### src/rtl/pixel_unpacker.sv
// pixel_unpacker: pops 16-bit words from a FWFT pixel FIFO and repacks
// each 3-word tuple into 2 x 24-bit {R,G,B} colors. The colors sit in a small
// output buffer and are handed to the consumer over a valid/ack interface.
// A sync strobe realigns packing at frame boundaries.
module pixel_unpacker #(
  parameter int OUT_DEPTH = 2
) (
  input  logic        clk,
  input  logic        reset,
  input  logic        fifo_empty,
  input  logic [15:0] fifo_data,
  output logic        fifo_rd_en,
  input  logic        sync,
  input  logic        color_ack,
  output logic        color_valid,
  output logic [23:0] color_out,
  output logic        align_err
);

  localparam int CW = $clog2(OUT_DEPTH + 1);
  localparam logic [CW-1:0] FULL = CW'(OUT_DEPTH);

  typedef enum logic [1:0] {P0, P1, P2} phase_t;

  phase_t          phase;
  logic [15:0]     residual;
  logic [CW-1:0]   count;
  logic [23:0]     ent_q   [OUT_DEPTH];
  logic [23:0]     ent_nxt [OUT_DEPTH];
  logic            push, pop;
  logic [23:0]     push_data;
  logic [CW-1:0]   wr_idx;

  // A P0 read only fills the residual, so it may proceed with a full buffer.
  // The ack of the same cycle is deliberately not credited.
  assign fifo_rd_en  = !reset && !fifo_empty && !sync && (phase == P0 || count < FULL);
  assign push        = fifo_rd_en && (phase != P0);
  assign pop         = color_ack && (count != '0);
  assign color_valid = (count != '0);
  assign color_out   = ent_q[0];

  // Assemble the color produced by a P1 or P2 read.
  always_comb begin
    push_data = {residual[7:0], fifo_data};
    if (phase == P1) push_data = {residual, fifo_data[15:8]};
  end

  // Next buffer contents: shift toward the head on pop, then write at the tail.
  always_comb begin
    wr_idx = pop ? count - CW'(1) : count;
    for (int i = 0; i < OUT_DEPTH; i++) ent_nxt[i] = ent_q[i];
    if (pop) begin
      for (int i = 0; i < OUT_DEPTH - 1; i++) ent_nxt[i] = ent_q[i+1];
    end
    if (push) begin
      for (int i = 0; i < OUT_DEPTH; i++) begin
        if (wr_idx == CW'(i)) ent_nxt[i] = push_data;
      end
    end
  end

  // Phase FSM, residual, buffer and sticky alignment error.
  always_ff @(posedge clk) begin
    if (reset) begin
      phase     <= P0;
      residual  <= '0;
      count     <= '0;
      align_err <= 1'b0;
      for (int i = 0; i < OUT_DEPTH; i++) ent_q[i] <= '0;
    end else if (sync) begin
      // sync beats a same-cycle ack: the whole buffer is discarded
      phase    <= P0;
      residual <= '0;
      count    <= '0;
      if (phase != P0) align_err <= 1'b1;
    end else begin
      if (fifo_rd_en) begin
        case (phase)
          P0:      begin residual <= fifo_data;               phase <= P1; end
          P1:      begin residual <= {8'h00, fifo_data[7:0]}; phase <= P2; end
          default: begin                                      phase <= P0; end
        endcase
      end
      if (push) assert (count < FULL);
      count <= count + CW'(push) - CW'(pop);
      for (int i = 0; i < OUT_DEPTH; i++) ent_q[i] <= ent_nxt[i];
    end
  end

endmodule

### config.mk
export PLATFORM = sky130hd
export DESIGN_NAME = pixel_unpacker
export DESIGN_NICKNAME = d
export VERILOG_FILES = /design/src/rtl/pixel_unpacker.sv
export SDC_FILE = /design/constraint.sdc
export NUM_CORES = 1
export LEC_CHECK = 0
export BUFFER_PORTS_ARGS = -buffer_cell sky130_fd_sc_hd__buf_2
export CORE_ASPECT_RATIO = 1.5
export CORE_MARGIN = 2
export CORE_UTILIZATION = 57
export DETAILED_ROUTE_END_ITERATION = 8
export PLACE_DENSITY = 0.77
export SLEW_MARGIN = 0
export SYNTH_ARGS = -nofsm -noshare
export SYNTH_HDL_FRONTEND = slang
export SYNTH_SLANG_ARGS = --single-unit
### constraint.sdc
create_clock -name clk -period 3.3 [get_ports clk]
set_input_delay 0.66 -clock clk [delete_from_list [all_inputs] [get_ports clk]]
set_output_delay 0.66 -clock clk [all_outputs]
set_load 0.05 [all_outputs]
Yosys cells after proc, flatten, opt, wreduce, memory -nomap -nowiden
Memories as Yosys holds them, arrays and structs flattened.
Cells that the tools add are included.
{"block": "op_classes", "n_addsub": 3, "n_lt_le_gt_ge": 1, "n_eq_ne": 2, "mux": 15, "bitwise_logic": 2, "reduce_logical": 17}
{"op": "2-to-1 mux 24 bit", "n": 6}
{"op": "2-to-1 mux 48 bit", "n": 1}
{"op": "case mux 16 bit (2 select lines)", "n": 1}
{"op": "nonzero test 2 bit", "n": 3}
{"op": "logical AND 1 bit", "n": 5}
{"op": "2-to-1 mux 1 bit", "n": 5}
{"op": "equality test 2 x 1 -> 1 bit (second input constant)", "n": 2}
{"op": "logical NOT 2 bit", "n": 2}
{"op": "case mux 2 bit (2 select lines)", "n": 1}
{"op": "AND reduction 2 bit", "n": 2}
{"op": "logical NOT 1 bit", "n": 3}
{"op": "adder 2 x 1 -> 2 bit", "n": 1}
{"op": "< comparator 2 bit (second input constant)", "n": 1}
{"op": "2-to-1 mux 2 bit", "n": 1}
{"op": "bitwise OR 1 bit", "n": 2}
{"op": "OR reduction 2 bit", "n": 1}
{"op": "subtractor 2 x 1 -> 2 bit", "n": 1}
{"op": "subtractor 2 x 1 -> 2 bit (second input constant)", "n": 1}
{"op": "logical OR 1 bit", "n": 1}
{"block": "word_totals", "ff_bits": 21, "ramBits": 48, "output_inout_bits": 27, "word_cells": 45, "mem_count": 1}
{"name": "ent_q", "depth": 2, "width": 24, "read_ports": 2, "rd_clocked_by_memory_dff": 0, "wr": 2, "line": "28", "rtl": "logic [23:0] ent_q [OUT_DEPTH];"}

Logic depth before layout (Yosys ltp)
{"block": "depth", "word_depth": 7, "ltp_mapped": 9, "mapped_depth_nobuf": 8}

Worst setup path after synthesis
No wires, ideal clock.
{"block": "synth_timing", "path_type": "input port to output port", "startpoint": "input reset", "endpoint": "output fifo_rd_en", "t_arrival_ns": 2.356, "path_slack_ns": 0.284, "path_stages": 3, "cell_sequence": "or2_2 > clkbuf_1 > a211oi_1"}
{"block": "synth_between", "elab_chain_len": 4}
{"item": "start, declared", "line": "9", "rtl": "input logic reset,"}
{"item": "logical NOT 1 bit", "line": "36", "rtl": "assign fifo_rd_en = !reset && !fifo_empty && !sync && (phase == P0 || count < FULL);"}
{"item": "logical AND 1 bit (3 in a row)", "line": "36"}
{"item": "end, declared", "line": "12", "rtl": "output logic fifo_rd_en,"}
No other way between the ends.

Worst setup path after layout
Same ends and word-level chain as after synthesis.

==> results.md <==
Outcome:
- The run finished with clean final reports.

Global route:
- The number of antenna violations at the first check in global routing is 0.
- The total overflow reported by the global router is 0.
- Entering global routing, the biggest net connects 34 pins.
- The via count of the first global-routing pass is 2307.
- The wire length of the first global-routing pass is between 10000 and 15000 µm.
- In the global route stage, overall resource usage came out at between 20% and 30%.

Logic synthesis:
- The async set-reset flop share out of synthesis is 0%.
- The top cell type by total area after synthesis is edfxtp_1.
- The total standard cell area after synthesis is approximately 3600 µm².
- The area share of the leading cell type in the synthesized netlist is 40.5%.
- Counting flops with a built-in enable in the synthesized netlist gives 48.
- The synthesis warning total is 0.
- The average footprint of a synthesized cell is 10.9 µm².
- The post-synthesis register bit count is 69.
- The most common cell in the synthesized netlist is nand2_1.
- The part of the Yosys area used for sequential elements is 52.3%.
- Ranked by instance count, the synthesized netlist is headed by 59 x nand2_1, 48 x edfxtp_1, 40 x mux2i_1, 28 x a21oi_1, 28 x buf_4.
- Synthesis produced 328 cells.
- The post-synthesis net count is ~350.
- Counting distinct cell types in the post-synthesis netlist gives 30.
- The main flop type after synthesis is edfxtp_1.
- Yosys attributes the largest share of cell area to edfxtp_1 40%, dfxtp_1 12%, mux2i_1 11%, mux2_2 7.6%, nand2_1 6.2%.

Critical path:
- The data required time of the critical path is 2.64 ns.
- Among all stages on the critical path, the largest delay is contributed by or2_2.
- STA classifies the critical path endpoint as a primary output.
- The largest fanout of any net on the critical path is 20.
- For the worst setup path, the data arrival time is roughly 1.8 ns.
- The worst setup path is of the in2out kind.
- The critical path goes through buf_2, or2_2, a211oi_1, buf_2.
- The family with the most delay on the worst path is simple AND/OR/NAND/NOR gates.
- Together, buffers and inverters on the worst path number 2.
- Counting stages on the worst path, the most repeated cell is buf_2.
- For this run, the slowest stage of the critical path takes 0.46 ns.
- The worst setup path is launched from an input pin.

Finish:
- The count of cells in the finished layout, fillers not included, comes to 428.
- In the final layout, the share of cells above drive strength 1 is 28.0%.
- Fill cells in the final layout number 484.
- At the end of the flow, the number of nets in the layout was 372.
- Relative to the synthesized area, the layout overhead comes to 7.94%.
- The number of antenna diodes in the final layout is 0.

Die:
- The die width is 68.5 µm.
- The die footprint is just under 7000 µm².
- The initial utilization of the core area, before any placement, comes to approximately 58%.
- For this design the top-level I/O count stands at 48.
- From bottom edge to top edge, the die measures 101 µm.
- The count of standard-cell rows is 35.
- The placeable core region is 6090 µm².

STA:
- The share of the clock period used by the worst path after layout is 74.5%.
- Setup repair after global routing left no endpoint under its margin.
- The worst pin sits at a relative slew slack of between 60 and 70%.
- The final hold violation count is 0.
- The number of slew-limit violations in the final report was 0.
- The largest clock skew in the final design is between 0.007 and 0.008 ns.
- The highest clock rate is 407 MHz.
- The final critical path time including I/O delays and setup is 2.46 ns.
- The total of endpoints with negative setup slack in the final report is 0.
- For the pin with the worst max-slew slack, the measured transition is between 0.5 and 0.6 ns.
- After routing, the total negative slack on setup checks comes to 0 ns.

Routing:
- The first routing iteration left 108 violations.
- The count of nets left with antenna violations after detail routing is 0.
- In the routed layout, each cell is associated on average with a via count of roughly 5.5.
- The average detailed-routed wire length per instance is 16.0 µm.
- The via count of the routed design is 2341.
- The number of iterations in the first detailed-routing pass is 4.
- The wire length reported by the detailed router is 6860 µm.
- After detailed routing, the number of remaining DRC violations is 0.

Clock network:
- In this run, post-CTS repair resized a total of 0 instances.
- Once the clock tree was built, the setup fixing pass inserted 0 buffers.
- The H-tree was split into 3 levels.
- The clock passes through at most 2 buffers.
- Counting the buffers created by CTS gives 9.
- CTS placed an instance of clkbuf_8 at the clock tree root.
- The TritonCTS clock tree is yes.
- The clock drives 69 sinks.
- The clock transition at the registers of the reported paths is 0.07 ns.
- After clock tree synthesis, the flow added hold-fix buffers numbering 0.
- For the worst-skew pair, the clock arrives at the later sink with an insertion delay of approximately 0.33 ns.

Pwr:
- IR analysis of the VDD net gives a maximum drop of 296 µV.
- In this run the static leakage power is between 1.5 and 2 nW.
- The total power consumption of the routed design is 0.00193 W.
- The total power density per cell area is slightly above 500 nW/µm².

Place:
- The half-perimeter wire length after placement is 4530 µm.
- The congestion estimate from routability-driven global placement came to around 0.80.
- During placement, the flow inserted port buffers numbering 47.
- The number of cells after detailed placement is 412.

Hold path:
- The min-delay analysis places its worst path in the category reg2reg.

Flow run:
- The number of maximum-capacitance violations is 0.
report_power, final:
part / switching (W) / internal, W / total, W
combinational: 0.000159 / 0.0000664 / 0.000226
clock: 0.000313 / 0.000421 / 0.000735
sequential: 0.0000137 / 0.000959 / 0.000973
worst register-to-register path, stage by stage (launching register included):
cell	delay, ns
dfxtp_1	0.36
inv_1	0.14
ha_1	0.20
nand2b_1	0.31
buf_4	0.37
mux2_2	0.39
nand2_1	0.07
mux2i_1	0.06
per-layer routing:
metal	routed length (µm)	GRT usage [%]	part of all wire (%)
met1	2870	28.4	42
met2	3430	34.2	50
met5	0	0	0
met3	326	4.25	4.8
met4	235	11.2	3.4
cell type report:
class	count	area (µm²)	share of cell area (%)
clock buffers	9	124	3.22
clock inverters	7	90.1	2.34
inverters	3	11.3	0.293
multi-input cells	212	1380	35.8
flip-flops and latches	69	1860	48.4
well taps	74	92.6	2.41
repair buffers	54	288	7.49
sequential cells by signal, summed over array words and instances, names as in the netlist:
signal / count
count: 2
align_err: 1
ent_q: 48
residual: 16
phase: 2
cells by family (layout without fill, tap and decap cells):
logic type | after synthesis | after routing | synth area share [%]
AO/OA/AOI/OAI | 36 | 36 | 5.48
flip-flops | 69 | 69 | 52.3
XOR/XNOR | 2 | 2 | 0.492
multiplexers | 64 | 64 | 18.8
AND/OR/NAND/NOR | 108 | 108 | 13.0
adder cells (fa/ha/maj) | 2 | 2 | 0.703
buffers and inverters | 47 | 73 | 9.17
cell usage in the layout (no fill, tap or decap), types with 2 or more instances in the layout:
cell | Yosys | final
xnor2_1 | 2 | 2
and2b_1 | 2 | 2
mux2i_1 | 40 | 40
nand2_1 | 59 | 59
or2_2 | 2 | 2
buf_4 | 28 | 7
clkinv_2 | 0 | 2
clkbuf_8 | 0 | 9
a211oi_1 | 2 | 2
o21ai_0 | 2 | 2
buf_2 | 6 | 47
dfxtp_1 | 21 | 21
inv_1 | 3 | 3
ha_1 | 2 | 2
nor2b_1 | 8 | 8
nor2_1 | 27 | 27
and2_1 | 2 | 2
nand2b_1 | 2 | 2
edfxtp_1 | 48 | 48
a21oi_1 | 28 | 28
bufinv_16 | 0 | 2
nand3_1 | 2 | 2
mux2_2 | 24 | 24
worst paths after layout:
check	start	end	slack [ns]	cells past startpoint
worst min-delay path	residual[11]	residual[11]	0.46	2
worst max-delay path	reset	fifo_rd_en	0.84	4
worst max register to register	count[1]	ent_q[0][21]	1.15	7
worst min register to register	residual[11]	residual[11]	0.46	2
per-stage QoR:
step	instance area, µm²	setup WS [ns]	hold WS (ns)	util, %
2_1_floorplan	3560	0.284	0.436	-
3_3_place_gp	3630	0.850	0.442	59.6
3_5_place_dp	3630	0.853	0.446	59.6
4_1_cts	3840	0.835	0.456	63.1
5_1_grt	3840	0.751	0.483	63.1
6_report	3840	0.843	0.458	63.1
Note: power is estimated with default switching activity, not from simulation.
